**src/rtl/multi_cycle_control_fsm_if.sv**
```systemverilog
// Control bus between the multi-cycle sequencer and the MIPS datapath.
// master = the sequencer (drives enables/selects), slave = the datapath side.
interface multi_cycle_control_fsm_if #(
    parameter int CNT_W = 32
);
    logic [5:0]       op;
    logic [5:0]       func;
    logic             zero;
    logic [3:0]       state;
    logic             PCWrite;
    logic [1:0]       PCSrc;
    logic             IRWrite;
    logic             ExtSrc;
    logic             ALUSrcB;
    logic [2:0]       ALUOp;
    logic             MemRead;
    logic             MemWrite;
    logic             RegWrite;
    logic [1:0]       RegDst;
    logic             WrDataSrc;
    logic             MemtoReg;
    logic [CNT_W-1:0] InsCount;

    modport master (
        input  op, func, zero,
        output state, PCWrite, PCSrc, IRWrite, ExtSrc, ALUSrcB, ALUOp,
               MemRead, MemWrite, RegWrite, RegDst, WrDataSrc, MemtoReg, InsCount
    );

    modport slave (
        output op, func, zero,
        input  state, PCWrite, PCSrc, IRWrite, ExtSrc, ALUSrcB, ALUOp,
               MemRead, MemWrite, RegWrite, RegDst, WrDataSrc, MemtoReg, InsCount
    );
endinterface

```
**src/rtl/multi_cycle_control_fsm.sv**
```systemverilog
// Multi-cycle MIPS sequencer: walks IF/ID/EXE/MEM/WB and decodes per-cycle
// datapath controls from the current state and opcode; counts retired instructions.
module multi_cycle_control_fsm #(
    parameter logic [5:0] HALT_OP = 6'b111111,
    parameter int         CNT_W   = 32
) (
    input logic                      CLK,
    input logic                      Reset,
    multi_cycle_control_fsm_if.master bus
);
    localparam logic [5:0] OP_RTYPE = 6'b000000;
    localparam logic [5:0] OP_J     = 6'b000010;
    localparam logic [5:0] OP_JAL   = 6'b000011;
    localparam logic [5:0] OP_BEQ   = 6'b000100;
    localparam logic [5:0] OP_BNE   = 6'b000101;
    localparam logic [5:0] OP_ADDIU = 6'b001001;
    localparam logic [5:0] OP_SLTI  = 6'b001010;
    localparam logic [5:0] OP_ANDI  = 6'b001100;
    localparam logic [5:0] OP_ORI   = 6'b001101;
    localparam logic [5:0] OP_LW    = 6'b100011;
    localparam logic [5:0] OP_SW    = 6'b101011;
    localparam logic [5:0] FUNC_JR  = 6'b001000;

    typedef enum logic [3:0] {
        S_IF     = 4'd0,
        S_ID     = 4'd1,
        S_EXE_AL = 4'd2,
        S_WB_AL  = 4'd3,
        S_EXE_BR = 4'd4,
        S_EXE_LS = 4'd5,
        S_MEM    = 4'd6,
        S_WB_LD  = 4'd7,
        S_HALT   = 4'd8
    } state_t;

    state_t           state_q, state_d;
    logic [CNT_W-1:0] ins_count_q;

    logic       pc_write, ir_write, mem_read, mem_write, reg_write;
    logic       wr_data_src, mem_to_reg, ext_src, alu_src_b;
    logic [1:0] pc_src, reg_dst;
    logic [2:0] alu_op;
    logic       alu_active;
    logic       ext_src_dec, alu_src_b_dec;
    logic [2:0] alu_op_dec;

    // NOTE: sequential state uses non-blocking assignments so every register
    // samples pre-edge values regardless of statement order.
    always_ff @(posedge CLK or negedge Reset) begin
        if (!Reset) begin
            state_q     <= S_IF;
            ins_count_q <= '0;
        end else begin
            state_q <= state_d;
            if (pc_write) ins_count_q <= ins_count_q + CNT_W'(1);
        end
    end

    // ALU setup depends only on the opcode, so it stays stable from EXE to retirement.
    always_comb begin
        alu_op_dec    = 3'b000;
        alu_src_b_dec = 1'b0;
        ext_src_dec   = 1'b0;
        case (bus.op)
            OP_RTYPE:              alu_op_dec = 3'b111;
            OP_ADDIU, OP_LW, OP_SW: begin
                alu_src_b_dec = 1'b1;
                ext_src_dec   = 1'b1;
            end
            OP_SLTI: begin
                alu_op_dec    = 3'b100;
                alu_src_b_dec = 1'b1;
                ext_src_dec   = 1'b1;
            end
            OP_ANDI: begin
                alu_op_dec    = 3'b010;
                alu_src_b_dec = 1'b1;
            end
            OP_ORI: begin
                alu_op_dec    = 3'b011;
                alu_src_b_dec = 1'b1;
            end
            OP_BEQ, OP_BNE: begin
                alu_op_dec  = 3'b001;
                ext_src_dec = 1'b1;
            end
            default: ;
        endcase
    end

    // NOTE: every output of this block gets a default first, so no path can
    // leave a signal unassigned and infer a latch.
    always_comb begin
        state_d     = state_q;
        pc_write    = 1'b0;
        pc_src      = 2'b00;
        ir_write    = 1'b0;
        mem_read    = 1'b0;
        mem_write   = 1'b0;
        reg_write   = 1'b0;
        reg_dst     = 2'b00;
        wr_data_src = 1'b0;
        mem_to_reg  = 1'b0;
        alu_active  = 1'b0;
        case (state_q)
            S_IF: begin
                ir_write = 1'b1;
                state_d  = S_ID;
            end
            S_ID: begin
                if (bus.op == HALT_OP) begin
                    state_d = S_HALT;
                end else begin
                    case (bus.op)
                        OP_J: begin
                            pc_write = 1'b1;
                            pc_src   = 2'b10;
                            state_d  = S_IF;
                        end
                        OP_JAL: begin
                            pc_write  = 1'b1;
                            pc_src    = 2'b10;
                            reg_write = 1'b1;
                            reg_dst   = 2'b10;
                            state_d   = S_IF;
                        end
                        OP_RTYPE: begin
                            if (bus.func == FUNC_JR) begin
                                pc_write = 1'b1;
                                pc_src   = 2'b11;
                                state_d  = S_IF;
                            end else begin
                                state_d = S_EXE_AL;
                            end
                        end
                        OP_BEQ, OP_BNE:                     state_d = S_EXE_BR;
                        OP_LW, OP_SW:                       state_d = S_EXE_LS;
                        OP_ADDIU, OP_SLTI, OP_ANDI, OP_ORI: state_d = S_EXE_AL;
                        default: begin
                            pc_write = 1'b1;
                            state_d  = S_IF;
                        end
                    endcase
                end
            end
            S_EXE_AL: begin
                alu_active = 1'b1;
                state_d    = S_WB_AL;
            end
            S_WB_AL: begin
                alu_active  = 1'b1;
                reg_write   = 1'b1;
                reg_dst     = (bus.op == OP_RTYPE) ? 2'b01 : 2'b00;
                wr_data_src = 1'b1;
                pc_write    = 1'b1;
                state_d     = S_IF;
            end
            S_EXE_BR: begin
                alu_active = 1'b1;
                pc_write   = 1'b1;
                if (((bus.op == OP_BEQ) && bus.zero) || ((bus.op == OP_BNE) && !bus.zero))
                    pc_src = 2'b01;
                state_d = S_IF;
            end
            S_EXE_LS: begin
                alu_active = 1'b1;
                state_d    = S_MEM;
            end
            S_MEM: begin
                alu_active = 1'b1;
                if (bus.op == OP_LW) begin
                    mem_read = 1'b1;
                    state_d  = S_WB_LD;
                end else begin
                    mem_write = 1'b1;
                    pc_write  = 1'b1;
                    state_d   = S_IF;
                end
            end
            S_WB_LD: begin
                alu_active  = 1'b1;
                mem_read    = 1'b1;
                reg_write   = 1'b1;
                mem_to_reg  = 1'b1;
                wr_data_src = 1'b1;
                pc_write    = 1'b1;
                state_d     = S_IF;
            end
            S_HALT:  state_d = S_HALT;
            default: state_d = S_IF;
        endcase
    end

    assign alu_op    = alu_active ? alu_op_dec    : 3'b000;
    assign alu_src_b = alu_active ? alu_src_b_dec : 1'b0;
    assign ext_src   = alu_active ? ext_src_dec   : 1'b0;

    // NOTE: the enables are gated by Reset combinationally so they drop the
    // instant reset asserts, not at the next clock edge.
    assign bus.PCWrite   = pc_write  & Reset;
    assign bus.IRWrite   = ir_write  & Reset;
    assign bus.RegWrite  = reg_write & Reset;
    assign bus.MemRead   = mem_read  & Reset;
    assign bus.MemWrite  = mem_write & Reset;
    assign bus.PCSrc     = pc_src;
    assign bus.ExtSrc    = ext_src;
    assign bus.ALUSrcB   = alu_src_b;
    assign bus.ALUOp     = alu_op;
    assign bus.RegDst    = reg_dst;
    assign bus.WrDataSrc = wr_data_src;
    assign bus.MemtoReg  = mem_to_reg;
    assign bus.state     = state_q;
    assign bus.InsCount  = ins_count_q;
endmodule

```
**src/flat_wrapper.sv**
```systemverilog
// flat-port wrapper written by rule: the top's interface ports become plain ports
module multi_cycle_control_fsm_flat 
#(
    parameter logic [5:0] HALT_OP = 6'b111111,
    parameter int         CNT_W   = 32
)
  (CLK, Reset, bus_op, bus_func, bus_zero, bus_state, bus_PCWrite, bus_PCSrc, bus_IRWrite, bus_ExtSrc, bus_ALUSrcB, bus_ALUOp, bus_MemRead, bus_MemWrite, bus_RegWrite, bus_RegDst, bus_WrDataSrc, bus_MemtoReg, bus_InsCount);
  multi_cycle_control_fsm_if #(.CNT_W(CNT_W)) bus_i ();
  input logic CLK;
  input logic Reset;
  input wire logic [$bits(bus_i.op)-1:0] bus_op;
  input wire logic [$bits(bus_i.func)-1:0] bus_func;
  input wire logic [$bits(bus_i.zero)-1:0] bus_zero;
  output wire logic [$bits(bus_i.state)-1:0] bus_state;
  output wire logic [$bits(bus_i.PCWrite)-1:0] bus_PCWrite;
  output wire logic [$bits(bus_i.PCSrc)-1:0] bus_PCSrc;
  output wire logic [$bits(bus_i.IRWrite)-1:0] bus_IRWrite;
  output wire logic [$bits(bus_i.ExtSrc)-1:0] bus_ExtSrc;
  output wire logic [$bits(bus_i.ALUSrcB)-1:0] bus_ALUSrcB;
  output wire logic [$bits(bus_i.ALUOp)-1:0] bus_ALUOp;
  output wire logic [$bits(bus_i.MemRead)-1:0] bus_MemRead;
  output wire logic [$bits(bus_i.MemWrite)-1:0] bus_MemWrite;
  output wire logic [$bits(bus_i.RegWrite)-1:0] bus_RegWrite;
  output wire logic [$bits(bus_i.RegDst)-1:0] bus_RegDst;
  output wire logic [$bits(bus_i.WrDataSrc)-1:0] bus_WrDataSrc;
  output wire logic [$bits(bus_i.MemtoReg)-1:0] bus_MemtoReg;
  output wire logic [$bits(bus_i.InsCount)-1:0] bus_InsCount;
  assign bus_i.op = bus_op;
  assign bus_i.func = bus_func;
  assign bus_i.zero = bus_zero;
  assign bus_state = bus_i.state;
  assign bus_PCWrite = bus_i.PCWrite;
  assign bus_PCSrc = bus_i.PCSrc;
  assign bus_IRWrite = bus_i.IRWrite;
  assign bus_ExtSrc = bus_i.ExtSrc;
  assign bus_ALUSrcB = bus_i.ALUSrcB;
  assign bus_ALUOp = bus_i.ALUOp;
  assign bus_MemRead = bus_i.MemRead;
  assign bus_MemWrite = bus_i.MemWrite;
  assign bus_RegWrite = bus_i.RegWrite;
  assign bus_RegDst = bus_i.RegDst;
  assign bus_WrDataSrc = bus_i.WrDataSrc;
  assign bus_MemtoReg = bus_i.MemtoReg;
  assign bus_InsCount = bus_i.InsCount;
  multi_cycle_control_fsm #(.HALT_OP(HALT_OP), .CNT_W(CNT_W)) u_core (.CLK(CLK), .Reset(Reset), .bus(bus_i));
endmodule
```
**config.mk**
```make
export PLATFORM = sky130hd
export DESIGN_NAME = multi_cycle_control_fsm_flat
export DESIGN_NICKNAME = d
export VERILOG_FILES = /design/src/rtl/multi_cycle_control_fsm_if.sv /design/src/rtl/multi_cycle_control_fsm.sv /design/src/flat_wrapper.sv
export SDC_FILE = /design/constraint.sdc
export NUM_CORES = 1
export LEC_CHECK = 0
export ABC_AREA = 1
export ABC_CLOCK_PERIOD_IN_PS = 1790
export BUFFER_PORTS_ARGS = -buffer_cell sky130_fd_sc_hd__buf_2
export CAP_MARGIN = 20
export CORE_MARGIN = 2
export CORE_UTILIZATION = 45
export CTS_CLUSTER_SIZE = 12
export DETAILED_ROUTE_END_ITERATION = 10
export PLACE_DENSITY = 0.67
export SLEW_MARGIN = 15
export SYNTH_ARGS = -nofsm -noshare
export SYNTH_HDL_FRONTEND = slang
export SYNTH_SLANG_ARGS = --single-unit
export TNS_END_PERCENT = 10
```
**constraint.sdc**
```tcl
create_clock -name CLK -period 1.79 [get_ports CLK]
set_input_delay 0.358 -clock CLK [delete_from_list [all_inputs] [get_ports CLK]]
set_output_delay 0.358 -clock CLK [all_outputs]
set_load 0.05 [all_outputs]
```
Word-level counts from Yosys, hierarchy flattened
Cells that the tools add are included.
{"block": "op_classes", "n_reduce_logical": 16, "add_sub_neg": 1, "n_mux": 35, "bitwise_logic": 5, "eq_ne": 20}
{"cell": "$add 32x1->32 const B", "n": 1}
{"cell": "$eq 6x4->1 const B", "n": 5}
{"cell": "$pmux 4 s6", "n": 1}
{"cell": "$eq 6x6->1 const B", "n": 3}
{"cell": "$reduce_or 6->1", "n": 3}
{"cell": "$mux 1", "n": 17}
{"cell": "$eq 4x3->1 const B", "n": 4}
{"cell": "$pmux 4 s4", "n": 1}
{"cell": "$pmux 3 s5", "n": 1}
{"cell": "$eq 6x2->1 const B", "n": 2}
{"cell": "$eq 6x3->1 const B", "n": 2}
{"cell": "$pmux 2 s2", "n": 3}
{"cell": "$mux 2", "n": 5}
{"cell": "$eq 4x2->1 const B", "n": 2}
{"cell": "$reduce_or 2->1", "n": 4}
{"cell": "$reduce_or 8->1", "n": 1}
{"cell": "$logic_not 6->1", "n": 1}
{"cell": "$mux 3", "n": 2}
{"cell": "$pmux 1 s2", "n": 3}
{"cell": "$and 1x1->1", "n": 5}
{"cell": "$eq 4x1->1 const B", "n": 1}
{"cell": "$eq 4x4->1 const B", "n": 1}
{"cell": "$logic_not 4->1", "n": 1}
{"cell": "$mux 4", "n": 1}
{"cell": "other kinds (6)", "n": 7}
{"block": "totals", "word_cells": 79, "register_bits": 36, "output_inout_bits": 52}

Depth between registers and ports, before layout
{"block": "depth", "depth_word": 6, "ltp_mapped": 10, "depth_no_buf": 10}

Least setup slack after synthesis
OpenSTA, ideal clock, no wires.
{"block": "synth_timing", "kind": "flip-flop to output port", "start": "reg u_core.state_q[2], in the netlist u_core.bus.state[2]", "end": "out bus_RegWrite", "required_time_ns": 1.432, "t_arrival_ns": 2.613, "path_stages_with_launch": 10, "slack_ns": -1.181, "path_cell_list": "dfrtp_1 -> nor2_2 -> inv_1 -> nor2_1 -> nand2_1 -> nor2_1 -> inv_1 -> nor2_1 -> nor2_1 -> nor2_1"}
{"block": "synth_via", "elab_chain_cells": 4, "word_cells_on_any_way": 6, "classes_between": "3 x eq/ne; 1 x mux; 1 x bitwise; 1 x reduce/logical"}
{"item": "start, declared", "line": "multi_cycle_control_fsm.sv:36", "rtl": "state_t state_q, state_d;"}
{"item": "start signal, assigned", "line": "multi_cycle_control_fsm.sv:54", "rtl": "state_q <= state_d;"}
{"item": "$eq 4x2->1 or $eq 4x3->1 (tied branches)", "line": "multi_cycle_control_fsm.sv:105", "rtl": "case (state_q)"}
{"item": "$reduce_or 2->1 (no source line)"}
{"item": "$pmux 1 s2 (*)", "line": "multi_cycle_control_fsm.sv:105"}
{"item": "$and 1x1->1 (*)", "line": "multi_cycle_control_fsm.sv:202", "rtl": "assign bus.RegWrite = reg_write & Reset;"}
{"item": "end, declared", "line": "flat_wrapper.sv:23", "rtl": "output wire logic [$bits(bus_i.RegWrite)-1:0] bus_RegWrite;"}
Mark *: on every way between the ends. The rest lies on a longest branch, timed or not.

Worst setup path after layout
{"block": "layout_timing", "start": "reg u_core.state_q[1], in the netlist u_core.bus.state[1]", "end": "out bus_PCWrite"}
{"block": "layout_via", "elab_chain_cells": 4, "word_cells_on_any_way": 8, "classes_between": "5 x eq/ne; 1 x mux; 1 x bitwise; 1 x reduce/logical"}
{"item": "$eq 4x2->1 or $eq 4x3->1 (tied branches)", "line": "multi_cycle_control_fsm.sv:105"}
{"item": "$reduce_or 3->1 (no source line)"}
{"item": "$pmux 1 s3 (*)", "line": "multi_cycle_control_fsm.sv:105"}
{"item": "$and 1x1->1 (*)", "line": "multi_cycle_control_fsm.sv:200", "rtl": "assign bus.PCWrite = pc_write & Reset;"}
{"item": "end, declared", "line": "flat_wrapper.sv:15", "rtl": "output wire logic [$bits(bus_i.PCWrite)-1:0] bus_PCWrite;"}
Marks and branches as above.

==> results.sh <==
export IMPL_drive_gt1_share_pct=31.0
export IMPL_fin_util_pct=65.7
export IMPL_synth_seq_cells=36
export IMPL_postRouteWirelength_mm=8.92
export IMPL_vias=3367
export IMPL_final_cells=639
export IMPL_area_growth_pct=39.5
export IMPL_io_pins=67
export IMPL_top_usage_layer="met2"
export IMPL_cts_clk_slew_worst_paths_ns=0.07
export IMPL_port_buffers=66
export IMPL_synth_warnings=0
export IMPL_violations="setup timing"
export IMPL_cts_buffers=5
export IMPL_clock_path_buffers=2
export IMPL_grtUsageMet3_pct=4.08
export IMPL_start_util_pct=47.1
export IMPL_floorplan_core_area_um2=5990
export IMPL_crit_family="flip-flops"
export IMPL_cts_tree="done"
export IMPL_wire_per_inst_um=14.0
export IMPL_skew_ns=0.00660
export IMPL_routabilityCongestion=0.970
export IMPL_maxCapViolCount=0
export IMPL_met2_usage_pct=42.3
export IMPL_antenna_found_initial=0
export IMPL_status="finished with violations"
export IMPL_grt_pass1_vias=3110
export IMPL_synth_area_top_cells="dfrtp_1 32%, nand2_1 25%, nor2_1 11%, nand4_1 7.1%, inv_1 4.0%"
export IMPL_grt_met1_usage_pct=35.3
export IMPL_hold_violations=0
export IMPL_path_cells="buf_4 -> nor2_2 -> nand3_1 -> nand2_1 -> a21oi_4 -> a31oi_4 -> buf_6"
export IMPL_synth_edf_count=0
export IMPL_max_stage_delay_ns=0.40
export IMPL_die_h_um=83.1
export IMPL_place_ws_ns=-0.198
export IMPL_cp_startpoint="u_core.bus.state[1]$_DFF_PN0_"
export IMPL_period_share_pct=113
export IMPL_synthArstFlopShare_pct=100
export IMPL_synth_avg_cell_area_um2=6.29
export IMPL_drc=0
export IMPL_p_leak_nw=2.05
export IMPL_reg2reg_from="u_core.bus.state[2]$_DFF_PN0_"
export IMPL_fin_ws_ns=-0.240
export IMPL_track_usage_pct=26.2
export IMPL_grt_pass1_wl_mm=14.8
export IMPL_dpl_hpwl_mm=6.73
export IMPL_worst_setup_path_end_kind="primary output"
export IMPL_die_area_um2=6910
export IMPL_rr_endpoint="u_core.bus.InsCount[3]$_DFFE_PN0P_"
export IMPL_crit_type="register to primary output"
export IMPL_cp_num_buf_inv=2
export IMPL_crit_fanout=5
export IMPL_cts_root_buf="clkbuf_8"
export IMPL_synth_seq_area_share_pct=32.0
export IMPL_clock_sinks=36
export IMPL_insertion_delay_ns=0.29
export IMPL_peakVddDrop_uv=679
export IMPL_worst_pin_slew_ns=0.471
export IMPL_finalNetCount=580
export IMPL_htree_levels=2
export IMPL_synthFlopType="dfrtp_1"
export IMPL_drv_slew=0
export IMPL_grt_max_degree=37
export IMPL_setup_tns_final_ns=-1.50
export IMPL_placed_area_um2=3610
export IMPL_drt_iter0_markers=229
export IMPL_clock_fmax_ghz=0.493
export IMPL_gr_total_overflow=0
export IMPL_synth_distinct_cells=31
export IMPL_reg2reg_slack_ns=0.04
export IMPL_row_count=28
export IMPL_die_width_um=83.1
export IMPL_synth_nets=464
export IMPL_setup_viol=11
export IMPL_critPathSlowestCell="dfrtp_2"
export IMPL_fin_area_um2=3930
export IMPL_path_depth=7
export IMPL_syn_inst=448
export IMPL_ant_nets=0
export IMPL_viasPerCell=5.27
export IMPL_min_period_ns=2.03
export IMPL_min_path_type="primary input to asynchronous set/reset pin"
export IMPL_grt_setup_unrepaired="yes"
export IMPL_num_antenna_cells=0
export IMPL_fillers=551
export IMPL_critPathLaunchType="register"
export IMPL_reg2reg_depth=10
export IMPL_first_pass_iters=5
export IMPL_max_slew_margin_rel_pct=68.6
export IMPL_postCtsHoldBufs=0
export IMPL_arrival_ns=1.67
export IMPL_synth_top_area_share_pct=32.0
export IMPL_endpoint="bus_PCWrite"
export IMPL_p_per_area_nw_per_um2=958
export IMPL_syn_area_um2=2820
export IMPL_yosysTopAreaCell="dfrtp_1"
export IMPL_dp_cells=623
export IMPL_cp_data_required_time_ns=1.43
## timing repair
| item | in CTS | in global routing |
|---|---|---|
| endpoints found under the setup margin | 44 | 48 |
| setup buffers | 4 | 5 |
| pin swaps | 10 | 4 |
| resized for setup | 39 | 19 |
## cell families after synthesis
logic type / count (synthesis) / synth area share (%)
AO/OA/AOI/OAI: 13 / 3.20
XOR/XNOR: 15 / 4.66
adder cells (fa/ha/maj): 1 / 0.444
buffers and inverters: 44 / 7.32
flip-flops: 36 / 32.0
AND/OR/NAND/NOR: 339 / 52.4
## area by class of cell
type	instances	area, µm²	area share (%)
sequential	36	906	23.0
tap	75	93.8	2.39
clock inverter	1	5.00	0.127
clock buffer	6	72.6	1.84
multi-input combinational	368	1880	47.7
timing repair buffer	121	861	21.9
inverter	32	120	3.05
## per-stage QoR
stage	hold WS [ns]	power, W
CTS	0.144	0.00363
finish	0.127	0.00377
global route	0.174	0.00401
floorplan	0.0624	0.00229
global placement	0.446	0.00295
detailed placement	0.460	0.00297
## layer usage
layer | vias to the layer above | wire [µm]
met5 | - | 0
met4 | 0 | 238
met3 | 21 | 588
met2 | 122 | 4150
met1 | 1550 | 3940
li1 | 1674 | -
## power breakdown
part / internal, W / leakage (nW) / switching, W
Combinational: 0.000817 / 1.52 / 0.00139
Clock: 0.000265 / 0.0410 / 0.000293
Sequential: 0.000898 / 0.488 / 0.000103
Total: 0.00198 / 2.05 / 0.00179
## worst min path at each step
stage | depth (start not counted) | endpoint | startpoint | slack [ns]
2_1_floorplan | 0 | u_core.bus.InsCount[0]$_DFFE_PN0P_ | Reset | 0.06
3_3_place_gp | 2 | u_core.bus.InsCount[6]$_DFFE_PN0P_ | Reset | 0.45
3_5_place_dp | 2 | u_core.bus.InsCount[6]$_DFFE_PN0P_ | Reset | 0.46
4_1_cts | 2 | u_core.bus.InsCount[25]$_DFFE_PN0P_ | Reset | 0.14
5_1_grt | 2 | u_core.bus.InsCount[6]$_DFFE_PN0P_ | Reset | 0.17
6_report | 2 | u_core.bus.InsCount[5]$_DFFE_PN0P_ | Reset | 0.13
## synth_stat cells, drive strengths merged (4+ instances only)
library cell / instances
nand2: 186
nor2: 81
dfrtp: 36
nand4: 32
inv: 31
nand3: 20
nand3b: 15
buf: 12
xor2: 11
a21oi: 5
xnor2: 4
## state kept, by name (all words and copies together), names as in the netlist
signal               flops
u_core.bus.InsCount     32
u_core.bus.state         4
## cell usage in the layout, fill, tap and decap left out, drive strengths merged
master,Yosys,final
a31oi,1,1
a21oi,5,5
o21ai,3,3
inv,31,31
nand3b,15,15
nor4,1,1
ha,1,1
o21a,1,1
nor2,81,81
dfrtp,36,36
buf,12,120
o32ai,1,1
xnor2,4,4
nand4,32,32
clkbuf,0,7
nand2,186,186
nor3,3,3
clkinv,1,2
nand3,20,20
a21boi,1,1
or2,1,1
o221ai,1,1
xor2,11,11
No activity file was read; power rests on OpenSTA's default activity.
